$ cat config.mk
export PLATFORM = sky130hd
export DESIGN_NAME = oc8051_tc_multi
export DESIGN_NICKNAME = d
export VERILOG_FILES = /design/src/rtl/oc8051_tc_multi.sv
export SDC_FILE = /design/constraint.sdc
export NUM_CORES = 1
export LEC_CHECK = 0
export BUFFER_PORTS_ARGS = -buffer_cell sky130_fd_sc_hd__buf_2
export CAP_MARGIN = 10
export CORE_MARGIN = 2
export CORE_UTILIZATION = 55
export CTS_CLUSTER_DIAMETER = 80
export DETAILED_ROUTE_END_ITERATION = 8
export PLACE_DENSITY = 0.76
export SETUP_SLACK_MARGIN = 0.1
export SLEW_MARGIN = 15
export SYNTH_ARGS = -nofsm -noshare
export SYNTH_HDL_FRONTEND = slang
export SYNTH_SLANG_ARGS = --single-unit
$ cat constraint.sdc
create_clock -name clk -period 2.09 [get_ports clk]
set_input_delay 0.209 -clock clk [delete_from_list [all_inputs] [get_ports clk]]
set_output_delay 0.209 -clock clk [all_outputs]
set_load 0.1 [all_outputs]
$ cat src/rtl/oc8051_tc_multi.sv
// rtl/oc8051_tc_multi.sv - multi-channel SFR timer/counter with reload, one-shot, prescaler and coherent reads
module oc8051_tc_multi #(
    parameter int         CHANNELS  = 2,
    parameter int         WIDTH     = 16,
    parameter logic [7:0] BASE_ADDR = 8'hC0,
    parameter int         PRESCALE  = 12
) (
    input  logic                clk,
    input  logic                rst,
    input  logic                wr,
    input  logic                wr_bit,
    input  logic [7:0]          wr_addr,
    input  logic [7:0]          data_in,
    input  logic [7:0]          rd_addr,
    output logic [7:0]          data_out,
    input  logic [CHANNELS-1:0] t_in,
    input  logic [CHANNELS-1:0] gate_in,
    output logic [CHANNELS-1:0] tf,
    output logic [CHANNELS-1:0] irq
);

    localparam int         NB     = WIDTH / 8;
    localparam logic [4:0] CH_LIM = 5'(CHANNELS);
    localparam logic [7:0] PS_MAX = 8'(PRESCALE - 1);

    logic [7:0]       ctrl   [CHANNELS];
    logic [WIDTH-1:0] cnt    [CHANNELS];
    logic [WIDTH-1:0] rld    [CHANNELS];
    logic [7:0]       presc  [CHANNELS];
    logic [15:0]      shadow [CHANNELS];

    logic [CHANNELS-1:0] t_s1, t_s2, t_s3, g_s1, g_s2;
    logic [CHANNELS-1:0] en, tick, ovf, cnt_wr, w_sel;

    logic [7:0] w_diff, r_diff;
    logic       w_dec, r_dec;
    logic [1:0] w_ch, r_ch;
    logic [2:0] w_off, r_off;
    logic [7:0] rd_next;
    logic       r_map;

    assign w_diff = wr_addr - BASE_ADDR;
    assign w_dec  = wr && !wr_bit && (wr_addr >= BASE_ADDR) && (w_diff[7:3] < CH_LIM);
    assign w_ch   = w_diff[4:3];
    assign w_off  = w_diff[2:0];

    assign r_diff = rd_addr - BASE_ADDR;
    assign r_dec  = (rd_addr >= BASE_ADDR) && (r_diff[7:3] < CH_LIM);
    assign r_ch   = r_diff[4:3];
    assign r_off  = r_diff[2:0];

    // A CNT byte write in the same cycle as a tick suppresses the tick, so it cannot overflow either.
    always_comb begin
        en     = '0;
        tick   = '0;
        ovf    = '0;
        cnt_wr = '0;
        w_sel  = '0;
        irq    = '0;
        for (int c = 0; c < CHANNELS; c++) begin
            w_sel[c]  = w_dec && (w_ch == 2'(c));
            cnt_wr[c] = w_sel[c] && (w_off >= 3'd1) && (w_off <= 3'(NB));
            en[c]     = ctrl[c][0] && (!ctrl[c][1] || g_s2[c]);
            if (ctrl[c][2])
                tick[c] = en[c] && t_s3[c] && !t_s2[c];
            else if (ctrl[c][4:3] == 2'd3)
                tick[c] = en[c] && (presc[c] == PS_MAX);
            else
                tick[c] = en[c];
            ovf[c] = tick[c] && !cnt_wr[c] && (cnt[c] == {WIDTH{1'b1}});
            irq[c] = tf[c] && ctrl[c][7];
        end
    end

    always_comb begin
        rd_next = 8'h00;
        r_map   = 1'b0;
        for (int c = 0; c < CHANNELS; c++) begin
            if (r_dec && (r_ch == 2'(c))) begin
                case (r_off)
                    3'd0: begin rd_next = ctrl[c]; r_map = 1'b1; end
                    3'd1: begin rd_next = cnt[c][7:0]; r_map = 1'b1; end
                    3'd2: if (NB >= 2) begin rd_next = shadow[c][7:0]; r_map = 1'b1; end
                    3'd3: if (NB >= 3) begin rd_next = shadow[c][15:8]; r_map = 1'b1; end
                    3'd4: begin rd_next = rld[c][7:0]; r_map = 1'b1; end
                    3'd5: if (NB >= 2) begin rd_next = 8'(24'(rld[c]) >> 8); r_map = 1'b1; end
                    3'd6: if (NB >= 3) begin rd_next = 8'(24'(rld[c]) >> 16); r_map = 1'b1; end
                    default: begin rd_next = {7'b0, tf[c]}; r_map = 1'b1; end
                endcase
            end
        end
        if (r_map && w_dec && (wr_addr == rd_addr))
            rd_next = data_in;
    end

    always_ff @(posedge clk or negedge rst) begin
        if (!rst) begin
            t_s1     <= '0;
            t_s2     <= '0;
            t_s3     <= '0;
            g_s1     <= '0;
            g_s2     <= '0;
            tf       <= '0;
            data_out <= 8'h00;
            for (int c = 0; c < CHANNELS; c++) begin
                ctrl[c]   <= '0;
                cnt[c]    <= '0;
                rld[c]    <= '0;
                presc[c]  <= '0;
                shadow[c] <= '0;
            end
        end else begin
            t_s1     <= t_in;
            t_s2     <= t_s1;
            t_s3     <= t_s2;
            g_s1     <= gate_in;
            g_s2     <= g_s1;
            data_out <= rd_next;
            for (int c = 0; c < CHANNELS; c++) begin
                if (en[c] && (ctrl[c][4:3] == 2'd3))
                    presc[c] <= (presc[c] == PS_MAX) ? 8'd0 : presc[c] + 8'd1;
                else
                    presc[c] <= 8'd0;

                if (cnt_wr[c]) begin
                    for (int b = 0; b < NB; b++)
                        if (w_off == 3'(b + 1))
                            cnt[c][8*b +: 8] <= data_in;
                end else if (ovf[c]) begin
                    cnt[c] <= (ctrl[c][4:3] == 2'd1 || ctrl[c][4:3] == 2'd2) ? rld[c] : '0;
                end else if (tick[c]) begin
                    cnt[c] <= cnt[c] + 1'b1;
                end

                for (int b = 0; b < NB; b++)
                    if (w_sel[c] && (w_off == 3'(b + 4)))
                        rld[c][8*b +: 8] <= data_in;

                // A CTRL write overrides the one-shot run clear in the same cycle.
                if (w_sel[c] && (w_off == 3'd0))
                    ctrl[c] <= data_in & 8'h9F;
                else if (ovf[c] && (ctrl[c][4:3] == 2'd2))
                    ctrl[c][0] <= 1'b0;

                if (ovf[c])
                    tf[c] <= 1'b1;
                else if (w_sel[c] && (w_off == 3'd7) && data_in[0])
                    tf[c] <= 1'b0;

                if (r_dec && (r_ch == 2'(c)) && (r_off == 3'd1))
                    shadow[c] <= 16'(24'(cnt[c]) >> 8);
            end
        end
    end

endmodule
Yosys cells after proc, flatten, opt, wreduce, memory -nomap -nowiden. Cells that the tools add are included.

Reductions and logical operators: 70. Magnitude comparators: 6. Multiplexer cells: 35. Eq/ne operators: 28. Add/subtract/negate cells: 6.

Operator list (count): 16-bit two-way mux (8); 8-bit one-hot mux with 6 select lines (2); 8-bit two-way mux (9); 1-bit logical AND (44); 16-bit by 1-bit adder with 16-bit output, second input constant (2); 16-bit equality test, second input constant (2); 3-bit equality test, second input constant (6); 8-bit by 1-bit adder with 8-bit output, second input constant (2); 8-bit by 4-bit equality test with 1-bit output, second input constant (2); 8-bit >= comparator, second input constant (2); 1-bit two-way mux (16); 8-bit subtractor, second input constant (2); 5-bit by 2-bit less-than comparator with 1-bit output, second input constant (2); 3-bit by 2-bit equality test with 1-bit output, second input constant (3); 2-bit by 1-bit equality test with 1-bit output, second input constant (4); 2-bit equality test, second input constant (4); 8-bit equality test (1); 2-bit by 1-bit != test with 1-bit output, second input constant (4); 2-bit AND reduction (4); 2-bit nonzero test (4); 1-bit logical NOT (7); 3-bit by 1-bit equality test with 1-bit output, second input constant (2); 3-bit logical NOT (2); 3-bit nonzero test (2); 5 further kinds (9).

Register bits after elaboration: 128. Word-level logic and storage cells: 169. Input port bits: 32. Output and inout port bits: 12.

Logic depth before layout (Yosys ltp).
Word-level depth: 13. Mapped depth: 9. Mapped depth without buffers: 8.

Worst setup path after synthesis. OpenSTA, ideal clock, no wires.

Kind: flip-flop to flip-flop. Start point: register ctrl[11] in the netlist's numbering. End point: register cnt[22] in the netlist's numbering. Path slack: 0.052 ns. Arrival time: 1.961 ns. Period minus slack after synthesis: 2.038 ns. Setup time: 0.077 ns. Cell stages (with the launch flop): 10. Buffers on the path: 1. Required time: 2.013 ns. Path through: dfrtp_1 -> inv_1 -> ha_1 -> clkbuf_1 -> nand4b_1 -> nor4_1 -> nand4_1 -> nand3_1 -> o21ai_0 -> a21oi_1.

Cells in the longest elaborated chain, start to end: 7. Elaborated cells between the ends (all ways): 13. Those cells by class: eq/ne: 3; mux: 5; reduce/logical: 5.

Ends and longest elaborated chain: start: declaration (line 26) `logic [7:0] ctrl [CHANNELS];`; start signal: indexed assignment (line 141) `ctrl[c] <= data_in & 8'h9F;`; 2-bit equality test (line 66) `else if (ctrl[c][4:3] == 2'd3)`; 1-bit two-way mux (line 66); 1-bit two-way mux (line 64) `if (ctrl[c][2])`; 1-bit logical AND (2 in series) (line 70) `ovf[c] = tick[c] && !cnt_wr[c] && (cnt[c] == {WIDTH{1'b1}});`; 3-bit nonzero test (no source line) or 16-bit two-way mux (tied branches); 2-bit AND reduction (no source line) or 16-bit two-way mux (tied branches); end signal: indexed assignment (line 128) `cnt[c][8*b +: 8] <= data_in;`; end signal: indexed assignment (line 130) `cnt[c] <= (ctrl[c][4:3] == 2'd1 || ctrl[c][4:3] == 2'd2) ? rld[c] : '0;`; end signal: indexed assignment (line 132) `cnt[c] <= cnt[c] + 1'b1;`; end: declaration (line 27) `logic [WIDTH-1:0] cnt [CHANNELS];`.

Parallel ways exist; a longest one is shown, timed or not. A chain may end at the register's enable or synchronous reset.

Worst setup path after layout.
Start point: register cnt[16] in the netlist's numbering. End point: register cnt[27] in the netlist's numbering.

Cells in the longest elaborated chain, start to end: 4. Elaborated cells between the ends (all ways): 8. Those cells by class: add/sub: 1; eq/ne: 1; mux: 3; reduce/logical: 3.

Ends and longest elaborated chain (line): 16-bit by 1-bit adder with 16-bit output or 16-bit equality test (tied branches) (132, 70); 16-bit two-way mux or 1-bit logical AND (tied branches) (131, 70); 16-bit two-way mux or 3-bit nonzero test (tied branches); 16-bit two-way mux or 2-bit AND reduction (tied branches).

Parallel ways exist; a longest one is shown, timed or not. The select of a mux whose other input is x is not followed.

==> results.md <==
STA:
- The final critical path takes up 100% of the cycle.
- The final count of pins violating max slew is 0.
- The relative max-transition margin is 56.7%.
- The actual slew at the worst max-slew pin is 0.649 ns.
- The final number of setup-violating endpoints is 1.
- Timing would allow up to 478 MHz.
- After routing, the total negative slack on setup checks comes to -0.000278 ns.
- The final worst setup slack is -0.000278 ns.
- Setup repair after global routing could not meet its margin everywhere.
- The number of hold violations in the final report is 0.
- The smallest clock period supported by the final layout is computed as 2.09 ns.
- Clock skew on the completed layout was measured at 0.00846 ns.

Die:
- The die is 119 um wide.
- The die is 119 um tall.
- The cell row count is 41.
- The core region is between 10000 and 15000 um^2.
- The number of top-level design ports is 44.
- The die covers 14100 um^2.
- Once the floorplan was initialized, standard cells occupied around 57% of the core.

Setup path:
- For flop-to-flop paths, the worst setup slack is -0.0003 ns.
- The launching point of the worst reg2reg path is cnt[16].
- In this run the worst setup path begins at cnt[16].
- STA classifies the critical path startpoint as a flip-flop.
- The endpoint of the most critical setup path is cnt[27].
- Data arrives at the worst endpoint at 2.44 ns.
- At the worst endpoint, the required time is 2.44 ns.
- For the worst flop-to-flop path, the logic depth is 8.
- The worst flop-to-flop path endpoint is cnt[27].
- STA classifies the critical path endpoint as a flip-flop.
- The maximum fanout along the worst path is 6.
- The setup path with the least slack is of type flip-flop to flip-flop.

Yosys:
- The async set-reset flop share out of synthesis is 100%.
- The synthesized design spends more area on one cell type than any other, namely sky130_fd_sc_hd__dfrtp_1.
- The commonest register cell after synthesis is sky130_fd_sc_hd__dfrtp_1.
- The cell area after synthesis is 7230 um^2.
- The sequential area share after synthesis is between 40% and 50%.
- The synthesized area divided by synthesized cell count is around 9.9 um^2.
- The number of nets in the synthesized netlist is 768.
- The cell count after synthesis is 728.
- The portion of synthesized cell area occupied by the leading cell type is 44.3%.
- The cell with the most instances after synthesis is sky130_fd_sc_hd__dfrtp_1.
- The flip-flop and latch count after synthesis is 128.
- The number of enable-type register cells in the synthesized netlist is 0.
- By count the netlist is led by sky130_fd_sc_hd__dfrtp_1, sky130_fd_sc_hd__nor2_1, sky130_fd_sc_hd__nand2_1.
- Yosys attributes the largest share of cell area to sky130_fd_sc_hd__dfrtp_1, sky130_fd_sc_hd__mux2_2, sky130_fd_sc_hd__nor2_1.
- The number of warnings reported in the yosys synthesis log is 0.
- Synthesis instantiated 74 different standard cells from the library.

Drt:
- In this run, the number of DRC markers left after iteration 0 of detailed routing was 732.
- The detailed-route vias per instance is 6.46.
- The count of nets left with antenna violations once routing finished came out at 0.
- The routed design has 24000 um of wire.
- The first TritonRoute pass finished after 5 iterations.
- The via count is 6740.
- The average wire length per cell after detail routing is around 23 um.
- The final routed DRC violation total is 0.

Min path:
- The min-delay analysis places its worst path in the category input port to asynchronous set/reset pin.

Clocking:
- For the worst-skew pair, the clock arrives at the later sink with an insertion delay of 0.42 ns.
- The maximum buffer depth of the clock tree is 2.
- The number of clock sinks is around 130.
- CTS built an H-tree with a depth of 4.
- The tree is rooted in a sky130_fd_sc_hd__clkbuf_16.
- The clock-pin transition on the worst setup and hold timing paths is 0.06 ns.
- The number of clock buffers added by TritonCTS is 17.
- TritonCTS built the clock tree.

Cells and area:
- Of the cells placed in the final design, the portion with a size suffix greater than 1 is 35.0%.
- The area growth from synthesis to layout is 29.0%.
- In the final design database the tool counted 898 nets.
- The register area is 3210 um^2.
- Fill cells in the final layout number 928.
- After the flow finishes, the layout carries non-filler instances totaling 1043.
- Summing all multi-input logic gate instances after layout gives 4070 um^2.
- 0 antenna diodes ended up in the layout.

Power and ir drop:
- The total leakage power is 4.05 nW.
- Dividing total power by cell area gives a power density of 831 nW/um^2.
- The peak supply drop is 0.521 mV.

GRT:
- The via count of the first global-routing pass is between 6000 and 7000.
- The pin count of the biggest net entering global routing is 69.
- The initial antenna violation count came to 0.
- The total global routing overflow is 0.
- For this run, the total global-route usage over all layers was measured as roughly a third.
- The wire length of the first global-routing pass is approximately 37000 um.

Status:
- The final reports fail on negative setup slack.
- The run finished, with violations left.

Placement:
- The number of placed cells counting well taps is approximately 990.
- During placement, the flow inserted port buffers numbering between 40 and 50.
- After legalization and detailed placement, the total HPWL measured 16500 um.
- The global placer's final weighted congestion is 1.03.

Job:
- The number of violations of the max-capacitance limit is 0.
## how the worst min path moves through the flow
stage          from        end  slack, ns  cells after the start
6_report        rst  presc[13]       0.16                      2
4_1_cts         rst  presc[13]       0.15                      2
2_1_floorplan   rst     cnt[0]      -0.09                      0
3_3_place_gp    rst  presc[14]       0.05                      1
5_1_grt         rst  presc[15]       0.17                      2
3_5_place_dp    rst  presc[13]       0.05                      1
## placed cells by master, fill, tap and decap left out, types with 5 or more instances in the layout
| master | Yosys | final |
|---|---|---|
| sky130_fd_sc_hd__a21oi_1 | 36 | 32 |
| sky130_fd_sc_hd__nand2_1 | 54 | 50 |
| sky130_fd_sc_hd__nor2b_1 | 8 | 7 |
| sky130_fd_sc_hd__inv_1 | 27 | 26 |
| sky130_fd_sc_hd__o22ai_1 | 8 | 8 |
| sky130_fd_sc_hd__dlygate4sd3_1 | 0 | 5 |
| sky130_fd_sc_hd__mux2i_1 | 9 | 9 |
| sky130_fd_sc_hd__o21ai_1 | 1 | 6 |
| sky130_fd_sc_hd__nor2_1 | 66 | 65 |
| sky130_fd_sc_hd__nor3_1 | 16 | 13 |
| sky130_fd_sc_hd__nor3_2 | 3 | 5 |
| sky130_fd_sc_hd__o21ai_0 | 45 | 39 |
| sky130_fd_sc_hd__mux4_2 | 8 | 8 |
| sky130_fd_sc_hd__bufinv_16 | 0 | 5 |
| sky130_fd_sc_hd__buf_2 | 6 | 42 |
| sky130_fd_sc_hd__nand3_1 | 40 | 39 |
| sky130_fd_sc_hd__mux2_2 | 51 | 51 |
| sky130_fd_sc_hd__and3_1 | 11 | 10 |
| sky130_fd_sc_hd__xnor2_1 | 17 | 17 |
| sky130_fd_sc_hd__a211oi_1 | 10 | 6 |
| sky130_fd_sc_hd__o31ai_1 | 7 | 6 |
| sky130_fd_sc_hd__buf_4 | 0 | 92 |
| sky130_fd_sc_hd__clkbuf_16 | 0 | 17 |
| sky130_fd_sc_hd__nor4_2 | 2 | 6 |
| sky130_fd_sc_hd__nand4_1 | 15 | 15 |
| sky130_fd_sc_hd__xor2_1 | 15 | 15 |
| sky130_fd_sc_hd__dfrtp_1 | 128 | 126 |
## critical path, stage by stage (launching register included)
cell	delay [ns]
sky130_fd_sc_hd__dfrtp_1	0.37
sky130_fd_sc_hd__ha_2	0.19
sky130_fd_sc_hd__nand4_1	0.15
sky130_fd_sc_hd__nor4_2	0.39
sky130_fd_sc_hd__nand4b_1	0.18
sky130_fd_sc_hd__buf_4	0.17
sky130_fd_sc_hd__buf_8	0.13
sky130_fd_sc_hd__o311ai_4	0.21
sky130_fd_sc_hd__o221a_1	0.23
## where the power goes
| group | internal [mW] | leakage [nW] | switching (mW) |
|---|---|---|---|
| sequential | 2.69 | 1.69 | 0.228 |
| combinational | 0.677 | 2.04 | 0.833 |
| clock | 2.16 | 0.312 | 1.16 |
## timing repair
action | in CTS | in global routing
setup buffers | 3 | 13
pin swaps | 4 | 35
gates cloned | 0 | 1
hold endpoints to repair | 132 | 0
resized for setup | 11 | 63
hold buffers | 5 | 0
endpoints found under the setup margin | 19 | 27
## flip-flops by register name (all words and copies together) (netlist names)
signal / cells
data_out: 8
presc: 16
t_s3: 2
g_s2: 2
tf: 2
cnt: 32
shadow: 16
t_s2: 2
ctrl: 12
t_s1: 2
rld: 32
g_s1: 2
## per-stage QoR
stage          worst slack, ns  hold slack (ns)  cell area (um^2)  power [mW]  util [%]
3_5_place_dp            0.0159           0.0517              8150        4.29      64.0
5_1_grt                -0.0494            0.168              9320        8.01      73.3
3_3_place_gp            0.0693           0.0491              8150        4.25      64.0
2_1_floorplan            0.104          -0.0866              7250        3.64         -
6_report             -0.000278            0.160              9320        7.75      73.3
4_1_cts                 0.0588            0.151              8920        7.63      70.1
## cell type report
cell class              instances  share of cell area [%]
clock buffers                  20                    4.79
flip-flops and latches        128                    34.4
clock inverters                12                    2.20
repair buffers                147                    11.5
well taps                     172                    2.31
inverters                      28                    1.13
multi-input cells             536                    43.7
## routing by layer
layer  vias to the layer above  GRT usage (%)  part of all wire (%)
met1                      3321           42.2                    38
met2                       366           56.8                    50
met4                         0           17.2                   5.2
met5                         -              0                     0
li1                       2967              -                     -
met3                        86           7.14                   7.2
## cell families after synthesis
logic type / after synthesis / synth area share [%]
compound gates: 164 / 15.6
xor+xnor: 32 / 3.88
flops: 128 / 44.3
mux: 68 / 11.7
simple gates: 263 / 19.2
buf+inv: 65 / 4.00
fa+ha+maj: 8 / 1.38
(Power assumes the default switching activity.)
